## src/rtl/endian_swap_arbiter.sv

```systemverilog
// Two-requester round-robin endian-conversion engine with a one-entry output buffer.
// Optional per-requester completion counters are enabled by defining SWAP_COUNT_EN.
module endian_swap_arbiter #(
    parameter int unsigned DATA_W = 32,
    parameter int unsigned CNT_W  = 16
) (
    input  logic              clk,
    input  logic              rst_n,
    input  logic              req0_valid,
    input  logic [DATA_W-1:0] req0_data,
    input  logic [1:0]        req0_mode,
    output logic              req0_ready,
    input  logic              req1_valid,
    input  logic [DATA_W-1:0] req1_data,
    input  logic [1:0]        req1_mode,
    output logic              req1_ready,
    output logic              out_valid,
    output logic [DATA_W-1:0] out_data,
    output logic              out_src,
    input  logic              out_ready,
    output logic [CNT_W-1:0]  cnt0,
    output logic [CNT_W-1:0]  cnt1
);

    typedef enum logic {EMPTY, FULL} state_t;

    state_t            state;
    logic              last_grant;
    logic              can_accept;
    logic              grant0;
    logic              grant1;
    logic              accept;
    logic              take;
    logic [DATA_W-1:0] sel_data;
    logic [1:0]        sel_mode;

    function automatic logic [DATA_W-1:0] permute(input logic [DATA_W-1:0] w,
                                                  input logic [1:0] m);
        logic [DATA_W-1:0] r;
        case (m)
            2'b00:   r = w;
            2'b01:   r = {w[7:0], w[15:8], w[23:16], w[31:24]};
            2'b10:   r = {w[15:8], w[7:0], w[31:24], w[23:16]};
            default: r = {w[23:16], w[31:24], w[7:0], w[15:8]};
        endcase
        return r;
    endfunction

    // Round-robin: on a tie the requester that did not win last gets the grant.
    always_comb begin
        out_valid  = (state == FULL);
        can_accept = ~out_valid | out_ready;
        grant0     = req0_valid & (~req1_valid | last_grant);
        grant1     = req1_valid & (~req0_valid | ~last_grant);
        req0_ready = grant0 & can_accept;
        req1_ready = grant1 & can_accept;
        accept     = (req0_valid & req0_ready) | (req1_valid & req1_ready);
        take       = out_valid & out_ready;
        sel_data   = grant1 ? req1_data : req0_data;
        sel_mode   = grant1 ? req1_mode : req0_mode;
    end

    // Output buffer; a take with a simultaneous accept reloads and stays FULL.
    always_ff @(posedge clk or negedge rst_n) begin
        if (!rst_n) begin
            state      <= EMPTY;
            out_data   <= '0;
            out_src    <= 1'b0;
            last_grant <= 1'b1;
        end else begin
            if (accept) begin
                state      <= FULL;
                out_data   <= permute(sel_data, sel_mode);
                out_src    <= grant1;
                last_grant <= grant1;
            end else if (take) begin
                state <= EMPTY;
            end
        end
    end

`ifdef SWAP_COUNT_EN
    always_ff @(posedge clk or negedge rst_n) begin
        if (!rst_n) begin
            cnt0 <= '0;
            cnt1 <= '0;
        end else if (take) begin
            if (out_src) cnt1 <= cnt1 + CNT_W'(1);
            else         cnt0 <= cnt0 + CNT_W'(1);
        end
    end
`else
    assign cnt0 = '0;
    assign cnt1 = '0;
`endif

endmodule

```

## config.mk

```make
export PLATFORM = sky130hd
export DESIGN_NAME = endian_swap_arbiter
export DESIGN_NICKNAME = d
export VERILOG_FILES = /design/src/rtl/endian_swap_arbiter.sv
export SDC_FILE = /design/constraint.sdc
export NUM_CORES = 1
export LEC_CHECK = 0
export ABC_AREA = 1
export CAP_MARGIN = 20
export CORE_MARGIN = 4
export CORE_UTILIZATION = 43
export CTS_CLUSTER_SIZE = 40
export DETAILED_ROUTE_END_ITERATION = 10
export MAX_ROUTING_LAYER = met4
export PLACE_DENSITY = 0.83
export SETUP_SLACK_MARGIN = 0.02
export SKIP_CTS_REPAIR_TIMING = 1
export SYNTH_ARGS = -nofsm -noshare
export SYNTH_HDL_FRONTEND = slang
export SYNTH_SLANG_ARGS = --single-unit
```

## constraint.sdc

```tcl
create_clock -name clk -period 1.7 [get_ports clk]
set_input_delay 0.34 -clock clk [delete_from_list [all_inputs] [get_ports clk]]
set_output_delay 0.34 -clock clk [all_outputs]
set_load 0.1 [all_outputs]
```

# Yosys cells after proc, flatten, opt, wreduce, memory -nomap -nowiden
# Index checks and enable logic that the tools add are counted.
# W data, S select, Z words.
# op_classes
n_lt_le_gt_ge	0
div_mod_pow	0
shift	0
mux	5
addsub	0
n_mul	0
reduce_logical	2
n_bitwise	15
n_eq_ne	2
# ops
cell	n
$pmux W32 S3	1
$mux W32	1
$and A1 B1 Y1	7
$not A1 Y1	4
$or A1 B1 Y1	4
$eq A2 B1 Y1 const B	1
$eq A2 B2 Y1 const B	1
$logic_not A2 Y1	1
$mux W1	2
$mux W2	1
$reduce_bool A2 Y1	1
# word_totals
latchBits	0
ramBits	0
mem_count	0
rom_bits	0
reg_bits	35
inputBits	73

# Depth between registers and ports, before layout
# depth
word_depth	7
ltp_mapped	10

# Worst setup path before layout
# No wires, ideal clock.
# synth_timing
kind	register to output
start	register state, in the netlist out_valid
end	output port req1_ready
required_time_ns	1.360
path_stages_with_launch	4
slack_ns	-0.347
n_path_buf	0
arrival_ns	1.707
path_cell_list	dfrtp_1 nand2_1 nand3_1 inv_1
# synth_between
elab_chain_cells	3
# synth_rtl
item	line	rtl
start: declaration	27	state_t state;
start signal: assignment	66	state <= EMPTY;
start signal: assignment	72	state <= FULL;
start signal: assignment	77	state <= EMPTY;
$not A1 Y1	52	can_accept = ~out_valid | out_ready;
$or A1 B1 Y1	52	
$and A1 B1 Y1	56	req1_ready = grant1 & can_accept;
end: declaration	16	output logic req1_ready,
# Every way passes these cells.

# Final worst setup path
# layout_timing
start	register last_grant
end	register out_data[0]
# layout_between
elab_chain_cells	6
elab_cells_between_ends	16
classes_between	eq/ne: 2; mux: 3; bitwise: 10; reduce/logical: 1
# layout_rtl
item	line	rtl
start: declaration	28	logic last_grant;
start signal: assignment	75	last_grant <= grant1;
$not A1 Y1	54	grant1 = req1_valid & (~req0_valid | ~last_grant);
$or A1 B1 Y1	54	
$and A1 B1 Y1	54	
$mux W2 / $and A1 B1 Y1 (equally long branches)	60, 56	
$eq A2 B2 Y1 (tied with other cells)	40	case (m)
$pmux W32 S3 / $or A1 B1 Y1 (equally long branches)	40, 57	
end signal: assignment	73	out_data <= permute(sel_data, sel_mode);
end: declaration	18	output logic [DATA_W-1:0] out_data,
# Parallel ways exist; a longest one is shown, timed or not.
# A chain may end at the register's enable or synchronous reset.

==> flow_summary.yaml <==
synth:
  yosys.area.top_type: "nand2_1"
  postSynthRegisterBits: 35
  syn_inst: 526
  ys_warn_count: 0
  synth_edf_count: 0
  synth_area_leaders: "nand2_1, dfrtp_1, nand3_1"
  yosysMostFrequentCell: "nand2_1"
  yosysUniqueCellTypes: 16
  async_flop_share: 1.00
  synth_area_per_cell_sq_um: 5.90
  netlist_area_sq_um: 3100
  ys_seq_area_frac: 0.283
  ys.flop_type: "dfrtp_1"
  synth_commonest_cells: "nand2_1, nand3_1, inv_1"
  synth_top_area_frac: 0.288
floorplanning:
  dieWidth_um: 92.9
  die_area_sq_um: 8640
  start_util: 0.449
  core-area_sq_um: 6910
  num_rows: 30
  dieHeight_um: 92.9
  pin_count: 141
timing:
  finalWorstSetupSlack_ns: -0.214
  tns_ns: -3.96
  rsz0062_at_grt: "true"
  fmax_mhz: 522
  fin_crit_sh: 1.13
  fin_crit_ns: 1.91
  setup_viol: 34
  skew_ns: 0.0133
  drv_slew: 0
  report.final.hold_viol_count: 0
grt:
  grt_pass1_wl_mm: 16.6
  grt-ovfl-total: 0
  grt_usage: 0.244
  grt_max_degree: 37
  grt_antenna_before_repair: 0
  grt_pass1_vias: 3479
power_and_ir_drop:
  pwr-share-comb: 0.745
  switchingPower_mw: 4.92
  total_leakage_power_nw: 2.77
  p_sw_frac: 0.575
  ir_drop_v: 0.00113
  powerDensity_nw_per_um2: 1600
  power_frac_clock: 0.073
  power_mw: 8.56
  power_frac_seq: 0.182
  p_int_mw: 3.64
drt:
  dr.pass1.iters: 7
  drt_iter0_markers: 485
  num_vias: 4044
  via_per_inst: 5.37
  drt_wl_total_mm: 13.0
  wl_per_cell_um: 17.2
  remaining_drc_errors: 0
  ant_nets: 0
placement:
  gp_congestion: 0.912
  hpwl_mm: 7.78
  placed_area_sq_um: 4550
  portBuffers: 108
  dp_cells: 718
outcome:
  status: "finished, violations left"
  violations: "negative setup slack"
critical_path:
  crit_fanout: 18
  r2r-start: "last_grant"
  reg2reg_slack_ns: -0.21
  start_kind: "register"
  worstSetupPathType: "register to register"
  cp.required_ns: 1.88
  worst_path_max_delay_cell: "dfstp_2"
  end_kind: "register"
  arrival_ns: 2.09
  worst_r2r_path_depth: 10
  r2r-end: "out_data[0]"
  worst_path_largest_cell_delay_ns: 0.57
  path_cells: "nand2_4 -> buf_12 -> nand3_2 -> nand2_4 -> buf_4 -> clkbuf_16 -> o21ai_0 -> nand3_1 -> nand2_1 -> nand2_1"
clock_tree:
  cts_tree: "yes"
  ctsRootBufferMaster: "clkbuf_8"
  clock_latency_ns: 0.30
  cts_max_path_buffers: 2
  cts.sinks: 35
  htreeDepth: 2
  numCtsBuffers: 5
  clk_pin_slew_ns: 0.08
cells_and_area:
  drive_above_1_share: 0.218
  postLayoutCoreUtil: 0.773
  fin_area_sq_um: 5340
  final_cells: 753
  num-nets-final: 729
  antenna_cells: 0
  area_delta_synth_final_pct: 72.2
min_path:
  hold_class: "input port to asynchronous set/reset pin"
flow_run:
  cap_violations: 0
==> cell type report <==
class	instances	area, sq um
fillers	493	1570
clock inverters	1	5.00
inverters	44	173
clock buffers	7	76.3
flip-flops and latches	35	881
well taps	96	120
repair buffers	153	2080
multi-input cells	417	2010
==> registers in the layout, summed over array words and instances (netlist names) <==
register	flops
out_valid	1
out_src	1
last_grant	1
out_data	32
==> worst max-delay path by stage <==
stage | startpoint | endpoint | slack [ns]
after floorplan | out_valid | req1_ready | 0.02
after detailed placement | req0_valid | out_data[16] | -0.92
after CTS | req0_valid | out_data[16] | -0.62
final | last_grant | out_data[0] | -0.21
after global placement | req0_valid | out_data[29] | -0.80
after global routing | last_grant | out_data[18] | -0.23
==> power by group through the flow <==
stage / registers (mW) / clock network [mW] / logic, mW
after CTS: 1.55 / 0.608 / 5.78
after global placement: 1.55 / 0 / 5.72
after detailed placement: 1.56 / 0 / 5.77
final: 1.56 / 0.622 / 6.37
after global routing: 1.58 / 0.664 / 6.61
after floorplan: 3.67 / 0 / 1.54
==> placed cells by master, fill, tap and decap left out, types with 11 or more instances in the layout <==
cell type / Yosys / final
clkdlybuf4s50_1: 0 / 70
inv_1: 43 / 41
nand2_1: 238 / 222
o21ai_1: 30 / 33
nand2_2: 3 / 11
nand3_1: 75 / 64
o21ai_2: 0 / 16
buf_4: 37 / 17
conb_1: 1 / 32
dfrtp_1: 34 / 33
buf_12: 0 / 49
o21ai_0: 33 / 14
==> layer usage <==
layer,up-vias,global-route usage,wire length [um]
li1,1853,-,-
met5,-,-,0
met4,0,0.0647,709
met3,69,0.0260,1230
met2,298,0.409,6280
met1,1824,0.315,4770
==> through the flow <==
stage	hold slack, ns	setup slack (ns)
5_1_grt	0.448	-0.225
3_3_place_gp	0.479	-0.798
4_1_cts	0.438	-0.624
2_1_floorplan	0.0444	0.0202
3_5_place_dp	0.493	-0.921
6_report	0.420	-0.214
==> cells by family after synthesis <==
family | count (synthesis) | synth area share
simple gates | 320 | 0.424
other cells | 1 | 0.00121
flops | 35 | 0.283
buf+inv | 107 | 0.191
compound gates | 63 | 0.102
==> worst max-delay path: cells and delay by family (launching register included) <==
kind	cells	cell delay (ns)
flip-flops	1	0.57
AND/OR/NAND/NOR	6	0.54
buffers and inverters	3	0.48
AO/OA/AOI/OAI	1	0.20
Power figures use the tool's default switching activity.
